===== config.mk =====
export PLATFORM = sky130hd
export DESIGN_NAME = alu32_divider
export DESIGN_NICKNAME = d
export VERILOG_FILES = /design/src/rtl/alu32_pkg.sv /design/src/rtl/div_sub_stage.sv /design/src/rtl/alu32_divider.sv
export SDC_FILE = /design/constraint.sdc
export NUM_CORES = 1
export LEC_CHECK = 0
export BUFFER_PORTS_ARGS = -buffer_cell sky130_fd_sc_hd__buf_4
export CAP_MARGIN = 20
export CORE_ASPECT_RATIO = 1.5
export CORE_UTILIZATION = 40
export CTS_CLUSTER_SIZE = 30
export DETAILED_ROUTE_END_ITERATION = 6
export SYNTH_ARGS = -nofsm -noshare
export SYNTH_HDL_FRONTEND = slang
export SYNTH_HIERARCHICAL = 1
export SYNTH_SLANG_ARGS = --single-unit

===== constraint.sdc =====
create_clock -name clk -period 11.5 [get_ports clk]
set_input_delay 2.3 -clock clk [delete_from_list [all_inputs] [get_ports clk]]
set_output_delay 2.3 -clock clk [all_outputs]
set_load 0.005 [all_outputs]

===== src/rtl/alu32_pkg.sv =====
// Shared types, widths and constants for the 32-bit restoring divider,
// plus the prefix-adder cells used by the trial subtractor.
package alu32_pkg;

  localparam int unsigned WIDTH = 32;

  localparam logic [31:0] DIV0_QUOTIENT = 32'hFFFF_FFFF;
  localparam logic [31:0] SIGNED_MIN    = 32'h8000_0000;

  typedef enum logic [1:0] {
    ST_IDLE,
    ST_CALC,
    ST_FIXUP,
    ST_DONE
  } state_t;

  // Grey cell: group generate only, used once the span already reaches bit 0
  function automatic logic grey_box(input logic g_hi, input logic p_hi, input logic g_lo);
    return g_hi | (p_hi & g_lo);
  endfunction

  // Black cell: combined {generate, propagate} of two adjacent spans
  function automatic logic [1:0] black_box(input logic g_hi, input logic p_hi,
                                           input logic g_lo, input logic p_lo);
    return {g_hi | (p_hi & g_lo), p_hi & p_lo};
  endfunction

endpackage


===== src/rtl/div_sub_stage.sv =====
// Combinational N-bit a - b as a Kogge-Stone prefix adder on a + ~b + 1.
// borrow=1 means a < b (unsigned).
module div_sub_stage #(
  parameter int unsigned N = alu32_pkg::WIDTH + 1
) (
  input  logic [N-1:0] a,
  input  logic [N-1:0] b,
  output logic [N-1:0] diff,
  output logic         borrow
);
  import alu32_pkg::*;

  localparam int unsigned LEVELS = $clog2(N);

  logic [N-1:0] w_bn;
  logic [N-1:0] w_g0;
  logic [N-1:0] w_p0;
  logic [N-1:0] w_g [LEVELS+1];
  logic [N-1:0] w_p [LEVELS+1];
  logic [N-1:0] w_carry;

  assign w_bn = ~b;
  assign w_g0 = a & w_bn;
  assign w_p0 = a ^ w_bn;

  // Carry-in of 1 folded into bit 0's generate
  assign w_g[0] = {w_g0[N-1:1], w_g0[0] | w_p0[0]};
  assign w_p[0] = w_p0;

  for (genvar lvl = 0; lvl < LEVELS; lvl++) begin : g_level
    localparam int unsigned D = 1 << lvl;
    for (genvar i = 0; i < N; i++) begin : g_bit
      if (i < D) begin : g_pass
        assign w_g[lvl+1][i] = w_g[lvl][i];
        assign w_p[lvl+1][i] = w_p[lvl][i];
      end else if (i < 2 * D) begin : g_grey
        assign w_g[lvl+1][i] = grey_box(w_g[lvl][i], w_p[lvl][i], w_g[lvl][i-D]);
        assign w_p[lvl+1][i] = w_p[lvl][i];
      end else begin : g_black
        assign {w_g[lvl+1][i], w_p[lvl+1][i]} =
          black_box(w_g[lvl][i], w_p[lvl][i], w_g[lvl][i-D], w_p[lvl][i-D]);
      end
    end
  end

  assign w_carry = w_g[LEVELS];
  assign diff    = w_p0 ^ {w_carry[N-2:0], 1'b1};
  assign borrow  = ~w_carry[N-1];

endmodule


===== src/rtl/alu32_divider.sv =====
// Multi-cycle signed/unsigned restoring divider: one quotient bit per cycle
// through a single shared trial subtractor, valid/ready on both sides.
module alu32_divider #(
  parameter int unsigned WIDTH = alu32_pkg::WIDTH
) (
  input  logic             clk,
  input  logic             rst,
  input  logic             in_valid,
  output logic             in_ready,
  input  logic [WIDTH-1:0] dividend,
  input  logic [WIDTH-1:0] divisor,
  input  logic             is_signed,
  output logic             out_valid,
  input  logic             out_ready,
  output logic [WIDTH-1:0] quotient,
  output logic [WIDTH-1:0] remainder,
  output logic             div_by_zero
);
  import alu32_pkg::*;

  localparam int unsigned CNT_W = $clog2(WIDTH);

  state_t           r_state;
  logic             r_in_ready;
  logic             r_out_valid;
  logic             r_div0;
  logic [WIDTH-1:0] r_quotient;
  logic [WIDTH-1:0] r_remainder;
  logic [WIDTH-1:0] r_dvd;
  logic [WIDTH-1:0] r_dvs;
  logic [WIDTH:0]   r_rem;
  logic [CNT_W-1:0] r_cnt;
  logic             r_q_neg;
  logic             r_r_neg;

  logic [WIDTH:0]   w_shift;
  logic [WIDTH:0]   w_diff;
  logic             w_borrow;
  logic [WIDTH-1:0] w_dvd_abs;
  logic [WIDTH-1:0] w_dvs_abs;
  logic             w_ovf;
  logic             w_unused;

  // r_dvd shifts dividend bits out of the top and quotient bits in at the bottom
  assign w_shift  = {r_rem[WIDTH-1:0], r_dvd[WIDTH-1]};
  assign w_unused = r_rem[WIDTH];

  assign w_dvd_abs = (is_signed && dividend[WIDTH-1]) ? (~dividend + WIDTH'(1)) : dividend;
  assign w_dvs_abs = (is_signed && divisor[WIDTH-1])  ? (~divisor + WIDTH'(1))  : divisor;
  assign w_ovf     = is_signed && (dividend == WIDTH'(SIGNED_MIN)) && (divisor == '1);

  div_sub_stage #(.N(WIDTH + 1)) u_sub (
    .a      (w_shift),
    .b      ({1'b0, r_dvs}),
    .diff   (w_diff),
    .borrow (w_borrow)
  );

  always_ff @(posedge clk) begin
    if (rst) begin
      r_state     <= ST_IDLE;
      r_in_ready  <= 1'b1;
      r_out_valid <= 1'b0;
      r_div0      <= 1'b0;
      r_quotient  <= '0;
      r_remainder <= '0;
      r_dvd       <= '0;
      r_dvs       <= '0;
      r_rem       <= '0;
      r_cnt       <= '0;
      r_q_neg     <= 1'b0;
      r_r_neg     <= 1'b0;
    end else begin
      case (r_state)
        ST_IDLE: begin
          if (in_valid) begin
            r_in_ready <= 1'b0;
            if (divisor == '0) begin
              r_state     <= ST_DONE;
              r_out_valid <= 1'b1;
              r_quotient  <= WIDTH'(DIV0_QUOTIENT);
              r_remainder <= dividend;
              r_div0      <= 1'b1;
            end else if (w_ovf) begin
              r_state     <= ST_DONE;
              r_out_valid <= 1'b1;
              r_quotient  <= WIDTH'(SIGNED_MIN);
              r_remainder <= '0;
              r_div0      <= 1'b0;
            end else begin
              r_state <= ST_CALC;
              r_dvd   <= w_dvd_abs;
              r_dvs   <= w_dvs_abs;
              r_q_neg <= is_signed & (dividend[WIDTH-1] ^ divisor[WIDTH-1]);
              r_r_neg <= is_signed & dividend[WIDTH-1];
              r_rem   <= '0;
              r_cnt   <= '0;
              r_div0  <= 1'b0;
            end
          end
        end
        ST_CALC: begin
          r_rem <= w_borrow ? w_shift : w_diff;
          r_dvd <= {r_dvd[WIDTH-2:0], ~w_borrow};
          r_cnt <= r_cnt + CNT_W'(1);
          if (r_cnt == CNT_W'(WIDTH - 1)) begin
            r_state <= ST_FIXUP;
          end
        end
        ST_FIXUP: begin
          r_quotient  <= r_q_neg ? (~r_dvd + WIDTH'(1)) : r_dvd;
          r_remainder <= r_r_neg ? (~r_rem[WIDTH-1:0] + WIDTH'(1)) : r_rem[WIDTH-1:0];
          r_out_valid <= 1'b1;
          r_state     <= ST_DONE;
        end
        ST_DONE: begin
          if (out_ready) begin
            r_state     <= ST_IDLE;
            r_out_valid <= 1'b0;
            r_in_ready  <= 1'b1;
          end
        end
        default: begin
          r_state <= ST_IDLE;
        end
      endcase
    end
  end

  assign in_ready    = r_in_ready;
  assign out_valid   = r_out_valid;
  assign quotient    = r_quotient;
  assign remainder   = r_remainder;
  assign div_by_zero = r_div0;

endmodule


**Word level (Yosys, flattened, before mapping)**

Cells that the tools add are included.

- Bits in registers: 172
- Word-level logic and storage cells: 459
- Output and inout port bits: 67

- Mux-type cells: 40
- Reduce and logical (&&, ||, !) cells: 17
- Bitwise logic cells: 373
- Add/subtract/negate cells: 5
- Eq/ne operators: 12

Operators by type and width:

| operator | number |
|---|---|
| 2-to-1 mux 32 bit | 17 |
| case mux 32 bit (2 select lines) | 4 |
| bitwise AND 1 bit | 231 |
| OR 1 bit | 131 |
| adder 32 x 1 -> 32 bit (second input constant) | 4 |
| NOT 32 bit | 4 |
| equality test 32 bit (second input constant) | 2 |
| bitwise AND 33 bit | 1 |
| NOT 32 -> 33 bit | 1 |
| bitwise XOR 33 bit | 1 |
| logical NOT 32 bit | 1 |
| bitwise XOR 32 bit | 1 |
| 2-to-1 mux 5 bit | 3 |
| AND reduction 4 bit | 3 |
| 2-to-1 mux 2 bit | 5 |
| != test 2 bit (second input constant) | 5 |
| case mux 5 bit (2 select lines) | 1 |
| AND reduction 3 bit | 3 |
| case mux 2 bit (4 select lines) | 1 |
| 2-to-1 mux 1 bit | 7 |
| nonzero test 2 bit | 3 |
| adder 5 x 1 -> 5 bit (second input constant) | 1 |
| equality test 5 bit (second input constant) | 1 |
| equality test 2 bit (second input constant) | 2 |
| other kinds (10) | 14 |

**Longest topological paths before layout**

Gate-level depths: netlist of the first run.

- Depth in word-level cells: 15
- Mapped depth: 17
- Depth with buffers taken out: 15

**Modules after synthesis**

The synthesis of the first run kept the hierarchy.

Modules (own cells, without submodules):

| module | seq. area each (um^2) | times used | cells each | area each (um^2) |
|---|---|---|---|---|
| alu32_divider | 3443.3 | 1 | 1359 | 11033.1 |
| div_sub_stage | 0.0 | 1 | 281 | 1915.6 |

**Worst setup path after synthesis of the first run**

No wires, ideal clock.

- Path kind: in2reg
- Start point: input divisor[0]
- End point: register r_quotient[10] (netlist: quotient[10])
- Slack: 6.797 ns
- Cell stages on the path: 9
- Arrival: 4.580 ns
- Required time: 11.377 ns
- Buffers on the path: 1
- Cell sequence: inv_1 ha_1 or4b_2 nor4_4 nand4b_4 o22a_2 o21ai_4 buf_6 mux2_1

- Cells in the longest elaborated chain, start to end: 4
- Elaborated cells on any way between the ends: 8
- Classes of those cells: 2 x eq/ne; 3 x mux; 3 x reduce/logical

Ends and longest elaborated chain:

| item | line | text |
|---|---|---|
| start, declared | alu32_divider.sv:11 | `input logic [WIDTH-1:0] divisor,` |
| equality test 32 bit / logical NOT 32 bit (equally long branches) | alu32_divider.sv:50, alu32_divider.sv:78 |  |
| logical AND 1 bit / 2-to-1 mux 32 bit (equally long branches) | alu32_divider.sv:50, alu32_divider.sv:78 |  |
| != test 3 bit (no source line) / 2-to-1 mux 32 bit (equally long branches) | -- |  |
| AND reduction 3 bit (no source line) / case mux 32 bit (2 select lines) (equally long branches) | -- |  |
| end signal, assigned | alu32_divider.sv:81 | `r_quotient <= WIDTH'(DIV0_QUOTIENT);` |
| end signal, assigned | alu32_divider.sv:87 | `r_quotient <= WIDTH'(SIGNED_MIN);` |
| end signal, assigned | alu32_divider.sv:111 | `r_quotient <= r_q_neg ? (~r_dvd + WIDTH'(1)) : r_dvd;` |
| end, declared | alu32_divider.sv:27 | `logic [WIDTH-1:0] r_quotient;` |

Several ways; a longest one is shown, not always the timed one. The select of a mux whose other input is x is not followed.
A chain may end at the register's enable or synchronous reset.

**Worst setup path in the final report of the first run**

- Start point: input dividend[6]
- End point: register r_cnt[2]

- Cells in the longest elaborated chain, start to end: 5

Ends and longest elaborated chain:

| item | line | text |
|---|---|---|
| start, declared | alu32_divider.sv:10 | `input logic [WIDTH-1:0] dividend,` |
| equality test 32 bit | alu32_divider.sv:50 | `assign w_ovf = is_signed && (dividend == WIDTH'(SIGNED_MIN)) && (divisor == '1);` |
| logical AND 1 bit (2 in series) | alu32_divider.sv:50 |  |
| != test 2 bit (no source line) | -- |  |
| AND reduction 4 bit (no source line) | -- |  |
| end signal, assigned | alu32_divider.sv:105 | `r_cnt <= r_cnt + CNT_W'(1);` |
| end, declared | alu32_divider.sv:32 | `logic [CNT_W-1:0] r_cnt;` |

Every way passes these cells.

==> results of run 1 <==
[cell type report]
class	count	share of cell area
multi-input combinational	1248	0.587
sequential	172	0.237
timing repair buffer	152	0.0816
tap	410	0.0353
clock buffer	20	0.0315
inverter	67	0.0173
clock inverter	11	0.00983
[through the flow]
step / cell area [µm²] / utilization / hold WS (ns) / cells
3_5_place_dp: 13900 / 0.437 / 0.448 / 2047
3_3_place_gp: 13900 / 0.437 / 0.440 / 2047
4_1_cts: 14500 / 0.456 / 0.458 / 2078
6_report: 14500 / 0.457 / 0.453 / 2080
5_1_grt: 14500 / 0.457 / 0.475 / 2080
2_1_floorplan: 12900 / - / 0.432 / 1629
[report_power, final]
group          switching [mW]  leakage [nW]  total [mW]  internal (mW)
combinational           0.735          4.03        1.15          0.419
clock                   0.254         0.292       0.605          0.351
sequential              0.113          1.40       0.811          0.698
[flip-flops by register name, indices dropped and copies added (netlist names)]
register,count
r_r_neg,1
out_valid,1
r_rem,32
r_cnt,5
r_q_neg,1
remainder,32
r_state,2
r_dvd,32
r_dvs,32
in_ready,1
quotient,32
div_by_zero,1
[routing by layer]
layer  global-route usage  wire [µm]  up-vias
met4                0.159       2190        0
met5                    0          0        -
met1                0.277      15600     5955
li1                     -          -     6036
met3               0.0280       1790      110
met2                0.451      21100      448
[layout by cell type (no fill, tap or decap), drive strengths merged, types with 38 or more instances in the layout]
cell and count:
a211oi 60, a21oi 149, buf 152, dfxtp 172, ha 45, inv 66
mux2i 38, nand2 81, nand3 89, nor2 124, nor3 73, o21ai 81
xnor2 100, xor2 43
[critical path, delay by kind of cell]
kind / cells / cell delay, ns
AND/OR/NAND/NOR: 3 / 2.01
AO/OA/AOI/OAI: 3 / 0.88
buffers and inverters: 2 / 0.78
[how the worst max path moves through the flow]
stage,start,to,slack [ns],cells after the start
global placement,divisor[0],quotient[27],5.52,10
floorplan,divisor[0],quotient[10],6.80,9
finish,dividend[6],r_cnt[2],5.87,8
detailed placement,dividend[6],quotient[27],5.46,8
global route,dividend[6],r_cnt[2],5.71,8
CTS,dividend[6],quotient[27],5.96,8
==> flow_metrics.py, run 1 <==
metrics = {
    "setup_path": {
        "worstPathRequired_ns": 11.87,
        "rr_worst_depth": 13,
        "slowest_stage": "nor4_2",
        "max_stage_delay_ns": 0.99,
        "startpoint_type": "input port",
        "cp_max_fo": 61,
        "crit_chain": "buf_4 > or4_1 > nor4_2 > nand2_1 > o211ai_4 > buf_4 > a2bb2oi_1 > o32ai_1",
        "r2r-end": "r_rem[18]",
        "r2r_start": "r_rem[3]",
        "cpMostUsedCell": "buf_4",
        "end_kind": "flip-flop",
        "path_class": "input port to flip-flop",
        "arrival_ns": 6.00,
        "r2r_slack_ns": 7.13,
    },
    "clock_network": {
        "numCtsBuffers": 17,
        "post_cts_buffers": 0,
        "cts_tree": "done",
        "cts_root_buf": "clkbuf_16",
        "postCtsHoldBufs": 0,
        "cts_htree_levels": 4,
        "cts.sinks": 172,
        "cts_resized": 0,
        "cts_buffer_depth": 2,
        "clock_latency_ns": 0.46,
        "clkTransAtPathRegs_ns": 0.07,
    },
    "outcome": {
        "outcome": "finished clean",
    },
    "grt": {
        "grt_use_total": 0.251,
        "antenna_found_initial": 0,
        "grt_max_degree": 120,
        "grt_pass1_wl_mm": 65.1,
        "overflow": 0,
        "grt_pass1_vias": 12048,
    },
    "power": {
        "peakVddDrop_mv": 0.0889,
        "cellLeakagePower_nw": 5.73,
        "powerDensity_nw_per_um2": 177,
        "total_power_mw": 2.57,
    },
    "timing": {
        "setup_ws_ns": 5.87,
        "finClkSkew_ns": 0.0105,
        "worst_slew_pin_slew_ns": 1.15,
        "final_hold_viol_count": 0,
        "rsz0062_at_grt": "no",
        "slew_headroom": 0.232,
        "finalCriticalPeriod_ns": 5.63,
        "setup_viol": 0,
        "finalMaxSlewViolations": 0,
        "max_freq_mhz": 177,
        "fin_tns_setup_ns": 0,
        "min_period_over_period": 0.490,
    },
    "die": {
        "die_x_um": 149,
        "rows": 80,
        "ios": 136,
        "dieArea_um2": 32900,
        "coreArea_um2": 31700,
        "initial_core_util": 0.406,
        "die_h_um": 222,
    },
    "min_path": {
        "hold_path_end": "r_dvs[7]",
        "hp-class": "flip-flop to flip-flop",
        "hold_depth": 2,
        "holdCritStartpoint": "r_dvs[7]",
    },
    "routing": {
        "drtPass1Iterations": 5,
        "drt-initial-drc-count": 713,
        "drc": 0,
        "ant_nets": 0,
        "via_per_inst": 6.03,
        "dr_total_vias": 12549,
        "wl_per_cell_um": 19.6,
        "wl_mm": 40.7,
    },
    "layout": {
        "regArea_um2": 3440,
        "nNetsFinal": 1773,
        "antenna_cells": 0,
        "nFillCells": 3245,
        "multiInputGateArea_um2": 8520,
        "area_delta_synth_final_pct": 12.7,
        "layout-drive-gt1-share": 0.157,
    },
    "yosys": {
        "synthCells": 1629,
        "postSynthAreaPerCell_um2": 7.91,
        "syn-num-nets": 1744,
        "yosys_warnings": 6,
        "synth_area_um2": 12900,
    },
    "placed_design": {
        "place_congestion": 0.967,
        "place_hpwl_mm": 29.3,
        "portBuffers": 135,
        "dp_slack_ns": 5.46,
    },
    "flow_run": {
        "max_cap_violations": 0,
    },
}
Power figures use the tool's default switching activity.
==> run 2, diff against run 1 <==
Clock period 11.5 ns to 5.6 ns, I/O delays scaled along.
==> run 2 against run 1 <==
Core utilization about the same. Flip-flop and latch count did not move. Via count shrank 1.2%. Worst hold slack lost 0.0057 ns. Combinational power grew 110%. Critical path depth is 2 higher. Final cell count up 0.29%. Sequential share of layout area barely moved. Wire length hardly changed. Register-to-register slack worse by 5.6 ns. Die area is the same. Critical path type unchanged. Critical endpoint is now quotient[2]. Largest power group unchanged.
==> flow_metrics.py, run 2 (synthesis gave the netlist of run 1 again) <==
metrics = {
    "clock_network": {
        "cts_root_buf": "clkbuf_16",
        "cts_resized": 0,
        "cts.sinks": 172,
        "cts_buffer_depth": 2,
        "clock_latency_ns": 0.46,
        "clkTransAtPathRegs_ns": 0.07,
        "post_cts_buffers": 0,
        "numCtsBuffers": 17,
        "cts_htree_levels": 4,
        "postCtsHoldBufs": 0,
        "cts_tree": "done",
    },
    "timing": {
        "worst_slew_pin_slew_ns": 1.07,
        "fin_tns_setup_ns": 0,
        "finClkSkew_ns": 0.0104,
        "final_hold_viol_count": 0,
        "rsz0062_at_grt": "no",
        "setup_viol": 0,
        "slew_headroom": 0.287,
        "setup_ws_ns": 1.38,
        "max_freq_mhz": 237,
        "finalMaxSlewViolations": 0,
        "finalCriticalPeriod_ns": 4.22,
        "min_period_over_period": 0.753,
    },
    "die": {
        "dieArea_um2": 32900,
        "initial_core_util": 0.406,
        "ios": 136,
        "coreArea_um2": 31700,
        "rows": 80,
        "die_x_um": 149,
        "die_h_um": 222,
    },
    "layout": {
        "layout-drive-gt1-share": 0.159,
        "finalCoreUtilization": 0.457,
        "antenna_cells": 0,
        "final_cells": 2086,
        "nNetsFinal": 1778,
        "final_common_cell": "dfxtp_1",
        "most-common-layout-cells": "dfxtp_1 (172), buf_4 (153), a21oi_1 (148)",
        "area_delta_synth_final_pct": 12.7,
    },
    "power": {
        "swShare": 0.433,
        "p_int_mw": 2.95,
        "cellLeakagePower_nw": 5.72,
        "powerDensity_nw_per_um2": 358,
        "total_power_mw": 5.20,
        "peakVddDrop_mv": 0.182,
        "p_sw_mw": 2.25,
        "power_frac_seq": 0.320,
        "p_comb_frac": 0.454,
        "clkPwrFrac": 0.226,
    },
    "grt": {
        "grt_max_degree": 92,
        "grt_pass1_wl_mm": 64.7,
        "grt_use_total": 0.250,
        "grt_pass1_vias": 12025,
        "antenna_found_initial": 0,
        "overflow": 0,
    },
    "min_path": {
        "hold_path_end": "r_dvs[7]",
        "hold_depth": 2,
        "holdCritStartpoint": "r_dvs[7]",
        "hp-class": "flip-flop to flip-flop",
    },
    "placed_design": {
        "portBuffers": 135,
        "place_congestion": 0.945,
        "place_hpwl_mm": 29.2,
        "dp_slack_ns": 0.940,
        "dp.cells": 2053,
    },
    "setup_path": {
        "worstPathRequired_ns": 5.94,
        "end_kind": "flip-flop",
        "startpoint_type": "input port",
        "rr_worst_depth": 14,
        "path_class": "input port to flip-flop",
        "r2r-end": "r_rem[6]",
        "arrival_ns": 4.56,
        "r2r_slack_ns": 1.50,
        "r2r_start": "r_rem[3]",
        "cp_max_fo": 25,
    },
    "flow_run": {
        "max_cap_violations": 0,
    },
    "routing": {
        "drt-initial-drc-count": 954,
        "drtPass1Iterations": 5,
        "wl_per_cell_um": 19.5,
        "via_per_inst": 5.94,
        "ant_nets": 0,
        "dr_total_vias": 12401,
        "wl_mm": 40.7,
        "drc": 0,
    },
    "outcome": {
        "outcome": "finished clean",
    },
}
==> run 2: metrics by stage <==
stage,instance area [µm²],hold slack [ns]
6_report,14500,0.448
5_1_grt,14500,0.476
4_1_cts,14500,0.452
3_5_place_dp,13900,0.445
3_3_place_gp,13900,0.438
2_1_floorplan,12900,0.432
==> run 2: worst max-delay path, cell delays in order <==
cell and delay, ns:
buf_4 0.13, inv_1 0.06, ha_1 0.17, or4b_2 0.67
nor4_4 0.58, nand4b_4 0.36, o22a_2 0.37, o21ai_4 0.37
buf_4 0.37, mux2_2 0.36
==> run 2: power groups by stage <==
stage | logic (mW) | clock network (mW) | registers [mW]
after floorplan | 1.79 | 0 | 1.59
after global placement | 2.30 | 0 | 1.68
after detailed placement | 2.33 | 0 | 1.69
after CTS | 2.34 | 1.20 | 1.66
after global routing | 2.59 | 1.24 | 1.69
final | 2.36 | 1.18 | 1.66
==> run 2: worst max-delay path by stage <==
| stage | cells after the start | startpoint | end |
|---|---|---|---|
| 6_report | 10 | divisor[0] | quotient[2] |
| 5_1_grt | 14 | r_rem[3] | r_rem[6] |
| 4_1_cts | 13 | r_rem[3] | r_rem[18] |
| 3_5_place_dp | 10 | divisor[0] | quotient[2] |
| 3_3_place_gp | 10 | divisor[0] | quotient[2] |
| 2_1_floorplan | 16 | r_rem[17] | r_rem[4] |
==> run 2: per-layer routing <==
layer	wire, µm	part of all wire	GRT usage	vias to the layer above
li1	-	-	-	6060
met1	16200	0.40	0.280	5923
met2	21300	0.52	0.455	337
met3	1380	0.034	0.0251	81
met4	1800	0.044	0.134	0
met5	0	0	0	-
==> run 2: layout make-up <==
type                       instances  area [µm²]
clock buffer                      21         440
clock inverter                    11         120
fill                            3228       17200
inverter                          67         251
multi-input combinational       1248        8520
sequential                       172        3440
tap                              410         513
timing repair buffer             157        1220
